==> src/rtl/alu_issue_pkg.sv <==
// alu_issue_pkg: shared constants for the alu issue stage.
//  - ALU op encodings (forwarded untouched; the alu owns their meaning)
//  - FSM state encodings for the issue sequencer
//  - default operand width and register count
package alu_issue_pkg;

  localparam int DEF_DATA_W = 32;
  localparam int DEF_REG_N  = 32;
  localparam int DEF_IMM_W  = 16;

  localparam logic [2:0] ALU_ADD = 3'b000;
  localparam logic [2:0] ALU_SUB = 3'b001;
  localparam logic [2:0] ALU_AND = 3'b010;
  localparam logic [2:0] ALU_OR  = 3'b011;
  localparam logic [2:0] ALU_XOR = 3'b100;
  localparam logic [2:0] ALU_SLT = 3'b101;
  localparam logic [2:0] ALU_SLL = 3'b110;
  localparam logic [2:0] ALU_SRL = 3'b111;

  localparam logic [1:0] ST_IDLE = 2'd0;
  localparam logic [1:0] ST_EXEC = 2'd1;
  localparam logic [1:0] ST_WB   = 2'd2;

endpackage

==> src/rtl/issue_grf.sv <==
// issue_grf: REG_N x DATA_W register file.
//  Ports: clk/rst_n (async active-low clear of every entry),
//   we_i/waddr_i/wdata_i  synchronous write port,
//   ra0_i->rd0_o, ra1_i->rd1_o, ra2_i->rd2_o  asynchronous read ports.
//  Entry 0 is never written and always reads as zero.
module issue_grf #(
  parameter int DATA_W = 32,
  parameter int REG_N  = 32
) (
  input  logic                     clk,
  input  logic                     rst_n,
  input  logic                     we_i,
  input  logic [$clog2(REG_N)-1:0] waddr_i,
  input  logic [DATA_W-1:0]        wdata_i,
  input  logic [$clog2(REG_N)-1:0] ra0_i,
  output logic [DATA_W-1:0]        rd0_o,
  input  logic [$clog2(REG_N)-1:0] ra1_i,
  output logic [DATA_W-1:0]        rd1_o,
  input  logic [$clog2(REG_N)-1:0] ra2_i,
  output logic [DATA_W-1:0]        rd2_o
);

  localparam int AW = $clog2(REG_N);

  logic [DATA_W-1:0] mem_q [REG_N];

  always_ff @(posedge clk or negedge rst_n) begin
    if (!rst_n) begin
      for (int i = 0; i < REG_N; i++) mem_q[i] <= '0;
    end else if (we_i && (waddr_i != '0)) begin
      mem_q[waddr_i] <= wdata_i;
    end
  end

  // Address 0 is forced to zero on the read side as well, so the hard-wired
  // zero holds even if the storage for entry 0 is trimmed away.
  assign rd0_o = (ra0_i == AW'(0)) ? '0 : mem_q[ra0_i];
  assign rd1_o = (ra1_i == AW'(0)) ? '0 : mem_q[ra1_i];
  assign rd2_o = (ra2_i == AW'(0)) ? '0 : mem_q[ra2_i];

endmodule

==> src/rtl/alu_issue_unit.sv <==
// alu_issue_unit: operand fetch / write-back sequencer for an external
// combinational alu. One command in flight: IDLE -> EXEC -> WB -> IDLE.
//  cmd_*   : valid/ready command port (ready only in IDLE)
//  alu_*   : registered operands/op to the alu, alu_c result back
//  wb_*    : one-cycle registered write-back report (also for rd==0)
//  dbg_*   : asynchronous register file peek, rf[0] reads 0
module alu_issue_unit
  import alu_issue_pkg::*;
#(
  parameter int DATA_W = DEF_DATA_W,
  parameter int REG_N  = DEF_REG_N,
  parameter int IMM_W  = DEF_IMM_W
) (
  input  logic                     clk,
  input  logic                     rst_n,
  input  logic                     cmd_valid,
  output logic                     cmd_ready,
  input  logic [2:0]               cmd_op,
  input  logic [$clog2(REG_N)-1:0] cmd_rs,
  input  logic [$clog2(REG_N)-1:0] cmd_rt,
  input  logic [$clog2(REG_N)-1:0] cmd_rd,
  input  logic                     cmd_imm_en,
  input  logic [IMM_W-1:0]         cmd_imm,
  output logic [DATA_W-1:0]        alu_a,
  output logic [DATA_W-1:0]        alu_b,
  output logic [2:0]               alu_op,
  input  logic [DATA_W-1:0]        alu_c,
  output logic                     wb_valid,
  output logic [$clog2(REG_N)-1:0] wb_rd,
  output logic [DATA_W-1:0]        wb_data,
  input  logic [$clog2(REG_N)-1:0] dbg_addr,
  output logic [DATA_W-1:0]        dbg_data
);

  localparam int AW = $clog2(REG_N);

  logic [1:0]        state_q, state_d;
  logic              accept;
  logic [DATA_W-1:0] rs_data, rt_data, b_sel;
  logic [DATA_W-1:0] alu_a_q, alu_b_q, res_q;
  logic [2:0]        alu_op_q;
  logic [AW-1:0]     rd_q;
  logic              wb_valid_q;
  logic [AW-1:0]     wb_rd_q;
  logic [DATA_W-1:0] wb_data_q;

  assign cmd_ready = (state_q == ST_IDLE);
  assign accept    = cmd_valid && cmd_ready;
  assign b_sel     = cmd_imm_en ? {{(DATA_W-IMM_W){1'b0}}, cmd_imm} : rt_data;

  always_comb begin
    state_d = state_q;
    case (state_q)
      ST_IDLE: if (cmd_valid) state_d = ST_EXEC;
      ST_EXEC: state_d = ST_WB;
      ST_WB:   state_d = ST_IDLE;
      default: state_d = ST_IDLE;
    endcase
  end

  always_ff @(posedge clk or negedge rst_n) begin
    if (!rst_n) begin
      state_q    <= ST_IDLE;
      alu_a_q    <= '0;
      alu_b_q    <= '0;
      alu_op_q   <= '0;
      rd_q       <= '0;
      res_q      <= '0;
      wb_valid_q <= 1'b0;
      wb_rd_q    <= '0;
      wb_data_q  <= '0;
    end else begin
      state_q <= state_d;
      // Operands only move on accept so the alu inputs stay quiet in IDLE.
      if (accept) begin
        alu_a_q  <= rs_data;
        alu_b_q  <= b_sel;
        alu_op_q <= cmd_op;
        rd_q     <= cmd_rd;
      end
      if (state_q == ST_EXEC) res_q <= alu_c;
      wb_valid_q <= (state_q == ST_WB);
      if (state_q == ST_WB) begin
        wb_rd_q   <= rd_q;
        wb_data_q <= res_q;
      end
    end
  end

  // The rf ignores writes to entry 0, so the WB write needs no rd check here.
  issue_grf #(.DATA_W(DATA_W), .REG_N(REG_N)) u_grf (
    .clk     (clk),
    .rst_n   (rst_n),
    .we_i    (state_q == ST_WB),
    .waddr_i (rd_q),
    .wdata_i (res_q),
    .ra0_i   (cmd_rs),
    .rd0_o   (rs_data),
    .ra1_i   (cmd_rt),
    .rd1_o   (rt_data),
    .ra2_i   (dbg_addr),
    .rd2_o   (dbg_data)
  );

  assign alu_a    = alu_a_q;
  assign alu_b    = alu_b_q;
  assign alu_op   = alu_op_q;
  assign wb_valid = wb_valid_q;
  assign wb_rd    = wb_rd_q;
  assign wb_data  = wb_data_q;

endmodule

==> config.mk <==
export PLATFORM = sky130hd
export DESIGN_NAME = alu_issue_unit
export DESIGN_NICKNAME = d
export VERILOG_FILES = /design/src/rtl/alu_issue_pkg.sv /design/src/rtl/issue_grf.sv /design/src/rtl/alu_issue_unit.sv
export SDC_FILE = /design/constraint.sdc
export NUM_CORES = 2
export LEC_CHECK = 0
export CORE_UTILIZATION = 45
export DETAILED_ROUTE_END_ITERATION = 10
export PLACE_DENSITY = 0.63
export SETUP_SLACK_MARGIN = 0.1
export SLEW_MARGIN = 40
export SYNTH_ARGS = -nofsm -noshare
export SYNTH_HDL_FRONTEND = slang
export SYNTH_SLANG_ARGS = --single-unit
==> constraint.sdc <==
create_clock -name clk -period 4.1 [get_ports clk]
set_clock_uncertainty 0.1 [all_clocks]
set_input_delay 0.82 -clock clk [delete_from_list [all_inputs] [get_ports clk]]
set_output_delay 0.82 -clock clk [all_outputs]
set_load 0.01 [all_outputs]
## After elaboration in Yosys (flattened, before gate mapping)

Index checks and enable logic that the tools add are counted.
W data, S select, Z words.

- Equal/unequal tests: 3
- Reduce and logical (&&, ||, !) cells: 8
- Muxes and demuxes: 18
- $lt $le $gt $ge: 5
- Bitwise operators: 4

Operators by type and width:

| kind | count |
|---|---|
| $bwmux W1024 | 1 |
| $bmux W32 S5 | 3 |
| $mux W32 | 11 |
| $demux W32 S5 | 1 |
| $ge A6 B6 Y1 const B | 4 |
| $not A5 Y6 | 4 |
| $logic_not A5 Y1 | 3 |
| $lt A6 B1 Y1 const B | 1 |
| $reduce_bool A5 Y1 | 1 |
| $pmux W2 S2 | 1 |
| $logic_and A1 B1 Y1 | 3 |
| $eq A2 B1 Y1 const B | 1 |
| $eq A2 B2 Y1 const B | 1 |
| $logic_not A2 Y1 | 1 |
| $mux W2 | 1 |
| $ne A2 B2 Y1 const B | 1 |

- Bits of input ports: 75
- Flip-flop bits (word level): 1168
- Output and inout bits: 138

## Longest topological paths before layout

- Depth after elaboration: 6
- Mapped depth: 10

## Hierarchy

From an unflattened synthesis, not the netlist that was laid out.

- Cells, all modules: 4628
- Area, all modules: 68906.1 um^2

By module, submodules not included:

| module | cells an instance | instances | seq. area each (um^2) | area each (um^2) |
|---|---|---|---|---|
| issue_grf | 4286 | 1 | 25624.6 | 63205.6 |
| alu_issue_unit | 342 | 1 | 3603.5 | 5700.5 |

## Worst setup path before layout

OpenSTA, ideal clock, no wires.

- Kind: input port to output port
- Start point: input port dbg_addr[0]
- End point: output port dbg_data[0]
- Arrival: 2.577 ns
- Slack: 0.603 ns
- Path buffers: 3
- Stages on the path: 7
- Cells stage by stage: clkbuf_1 -> buf_6 -> buf_2 -> mux4_2 -> mux4_2 -> nand2_1 -> o21ai_1

- Cells in the longest elaborated chain, start to end: 5
- Elaborated cells between the ends (all ways): 6

Ends and longest elaborated chain:

| element | RTL line | source |
|---|---|---|
| start, declared | alu_issue_unit.sv:31 | `input logic [$clog2(REG_N)-1:0] dbg_addr,` |
| $not A5 Y6 (implied by the code) | issue_grf.sv:39 | `assign rd2_o = (ra2_i == AW'(0)) ? '0 : mem_q[ra2_i];` |
| $bmux W32 S5 | issue_grf.sv:39 |  |
| $mux W32 (implied by the code) (2 in series) | issue_grf.sv:39 |  |
| $mux W32 * | issue_grf.sv:39 |  |
| end, declared | alu_issue_unit.sv:32 | `output logic [DATA_W-1:0] dbg_data` |

Mark *: on every way between the ends. The rest lies on a longest branch, timed or not. The select of a mux whose other input is x is not followed.

## Worst setup path after layout

- Start point: input port dbg_addr[0]
- End point: output port dbg_data[8]

Same word-level chain as after synthesis.

==> flow_summary_export.csv <==
group,metric,value,unit
run_status,status,"finished clean",
pwr,vdd_drop_max,0.514,mV
critical_path,arrival,3.06,ns
pwr,p_leak,34.1,nW
floorplan,initial_core_util,0.454,
timing,finalCritPeriodShare,0.970,
timing,maxSlewViolCount,0,
place,place_hpwl,142,mm
run,maxCapViolations,0,
cells_and_area,synthToLayoutAreaGrowth,15.7,%
logic_synthesis,syn_inst,4431,
global_route,grt_max_degree,126,
cells_and_area,final_layout_size_suffix_gt1_frac,0.540,
drt,drt_iter0_drc,5672,
timing,max_slew_margin,0.408,
clock_tree,cts_tree,"done",
logic_synthesis,synth.avg_cell_area,15.2,um2
place,io_buffers,212,
floorplan,pin_count,213,
floorplan,die_h,389,um
timing,finalSetupViolCount,0,
min_path,hp-start,"u_grf.mem_q[1003]",
logic_synthesis,netlist_area,67300,um2
logic_synthesis,synth_nets,4506,
critical_path,r2r_cells,8,
global_route,met3_usage,0.0945,
floorplan,core,148000,um2
place,dpl_cell_area,73000,um2
clock_tree,cts_max_level,4,
global_route,grt_overflow,0,
floorplan,die_area,151000,um2
min_path,hold_class,"reg -> reg",
global_route,gr-usage-all-layers,0.319,
pwr,power_density,568,nW/um2
logic_synthesis,yosys_warnings,0,
critical_path,end_kind,"output pin",
global_route,met2_usage,0.463,
drt,detail-route-antenna-nets,0,
critical_path,required,3.18,ns
drt,vias_per_cell,6.94,
critical_path,r2r-start,"state_q[0]",
timing,rsz0062_at_grt,"true",
critical_path,cp_max_fo,13,
global_route,grt_busiest_layer,"met2",
clock_tree,cts_made_buffers,131,
clock_tree,cts-root-buf,"clkbuf_16",
cells_and_area,nets,4625,
critical_path,path_class,"in -> out",
timing,fmax,252,MHz
timing,worst_slack,0.125,ns
drt,vias,45700,
global_route,antenna_found_initial,10,
floorplan,row_count,141,
cells_and_area,fin_area,77800,um2
logic_synthesis,synth_flop_cell,"dfrtp_1",
critical_path,start_kind,"input port",
place,dp_slack,-0.0977,ns
clock_tree,worst_skew_pair.late_latency,0.79,ns
clock_tree,clockBufferDepth,3,
drt,drt-total-wl,239,mm
place,place.gp.congestion,0.868,
min_path,min_to,"u_grf.mem_q[1003]",
clock_tree,path_clk_slew,0.06,ns
global_route,grt_pass1_vias,45600,
logic_synthesis,synth_edf_count,0,
critical_path,r2r_setup_slack,0.74,ns
logic_synthesis,ys_async_sr_fraction,1.00,
drt,route.detailed.drc,0,
clock_tree,cts.sinks,1168,
logic_synthesis,synth_seq_cells,1168,
timing,worstMarginPinSlew,0.888,ns
logic_synthesis,synth-seq-area-share,0.434,
drt,routedWlPerCell,36.2,um
critical_path,r2r-end,"u_grf.mem_q[940]",
logic_synthesis,ys_types,50,
global_route,grt_util_met1,0.452,
drt,first_pass_iters,5,
timing,hold_violations,0,
timing,fin_crit,3.98,ns
pwr,total_power,0.0442,W
global_route,grt_pass1_wl,345,mm
min_path,hold_depth,0,
floorplan,die_w,389,um
cells by family (layout without fill, tap and decap cells):
| group | count (synthesis) | count (layout) | synth area share |
|---|---|---|---|
| other | 0 | 3 | 0 |
| AO/OA/AOI/OAI | 281 | 281 | 0.0281 |
| AND/OR/NAND/NOR | 433 | 433 | 0.0265 |
| multiplexers | 2004 | 2004 | 0.475 |
| flip-flops | 1168 | 1168 | 0.434 |
| buffers and inverters | 545 | 766 | 0.0361 |
registers in the layout, indices dropped and copies added (netlist names):
register	flops
res_q	32
alu_op	3
wb_rd	5
wb_data	32
wb_valid	1
alu_b	32
u_grf.mem_q	1024
alu_a	32
rd_q	5
state_q	2
metal layers:
metal  share of wire  vias up
li1                -    17600
met4           0.039        6
met3            0.11      508
met5         0.00028        -
met2            0.44     2797
met1            0.40    24800
final cells by class:
type / instances / area [um2]
Antenna cell: 3 / 7.51
Clock buffer: 182 / 3880
Clock inverter: 53 / 662
Fill cell: 12000 / 70200
Inverter: 39 / 148
Multi-Input combinational cell: 2718 / 35900
Sequential cell: 1168 / 29300
Tap cell: 1930 / 2410
Timing Repair Buffer: 492 / 5490
through the flow:
stage / instances / hold slack (ns) / utilization / TNS [ns]
4_1_cts: 6581 / 0.315 / 0.525 / 0
5_1_grt: 6582 / 0.330 / 0.526 / 0
3_3_place_gp: 6337 / 0.297 / 0.493 / -0.903
2_1_floorplan: 4431 / 0.358 / - / 0
3_5_place_dp: 6338 / 0.302 / 0.494 / -1.08
6_report: 6585 / 0.314 / 0.526 / 0
report_power, final:
part / total, W / leakage [nW] / switching, W / internal (W)
Sequential: 0.0193 / 15.7 / 0.00428 / 0.0150
Combinational: 0.0123 / 16.2 / 0.00444 / 0.00790
Clock: 0.0126 / 2.23 / 0.00507 / 0.00749
Total: 0.0442 / 34.1 / 0.0138 / 0.0304
worst max-delay path by stage:
stage                     start           end  slack [ns]  depth (start not counted)
floorplan           dbg_addr[0]   dbg_data[0]        0.60                          7
global placement    dbg_addr[0]   dbg_data[6]       -0.09                          8
detailed placement  dbg_addr[0]  dbg_data[24]        -0.1                          8
CTS                 dbg_addr[0]  dbg_data[31]        0.04                          8
global route        dbg_addr[0]   dbg_data[8]        0.08                          9
finish              dbg_addr[0]   dbg_data[8]        0.12                          9
critical path, cell delays in order:
cell	delay, ns
buf_12	0.17
buf_16	0.21
buf_4	0.16
buf_12	0.14
mux4_2	0.55
mux4_2	0.46
nand2_1	0.10
o21ai_1	0.11
clkdlybuf4s15_2	0.30
placed cells by master, fill, tap and decap left out, types with 60 or more instances in the layout:
| cell type | n |
|---|---|
| buf_12 | 87 |
| buf_4 | 187 |
| clkbuf_16 | 139 |
| clkdlybuf4s50_1 | 165 |
| dfrtp_1 | 1143 |
| mux2_2 | 1080 |
| mux2i_1 | 70 |
| mux4_2 | 840 |
| nand2_1 | 291 |
| o21ai_1 | 62 |
| o22ai_1 | 60 |
repair_timing:
action | in CTS | in global routing
hold buffers | 1 | 0
setup buffers | 4 | 1
resized for setup | 38 | 11
pin swaps | 0 | 0
cloned | 3 | 0
hold endpoints to repair | 59 | 0
endpoints found under the setup margin | 31 | 11
synthesized netlist by cell type, types with 11 or more instances:
master	instances	area [um2]
o22ai_1	60	375
a2111oi_0	11	96.3
clkbuf_1	258	968
mux2_1	14	158
a211oi_1	48	360
nor2b_1	15	93.8
buf_6	18	203
buf_2	122	611
mux2i_1	70	701
inv_1	37	139
buf_1	82	308
mux2_2	1080	12200
nor2_1	65	244
a22oi_1	20	150
o21ai_1	65	325
dfrtp_1	1168	29200
nand2b_1	11	68.8
a31oi_1	15	93.8
o221ai_1	16	140
mux4_2	840	18900
nand2_1	307	1150
buf_4	26	195
o31ai_1	14	105
(Power assumes the default switching activity.)
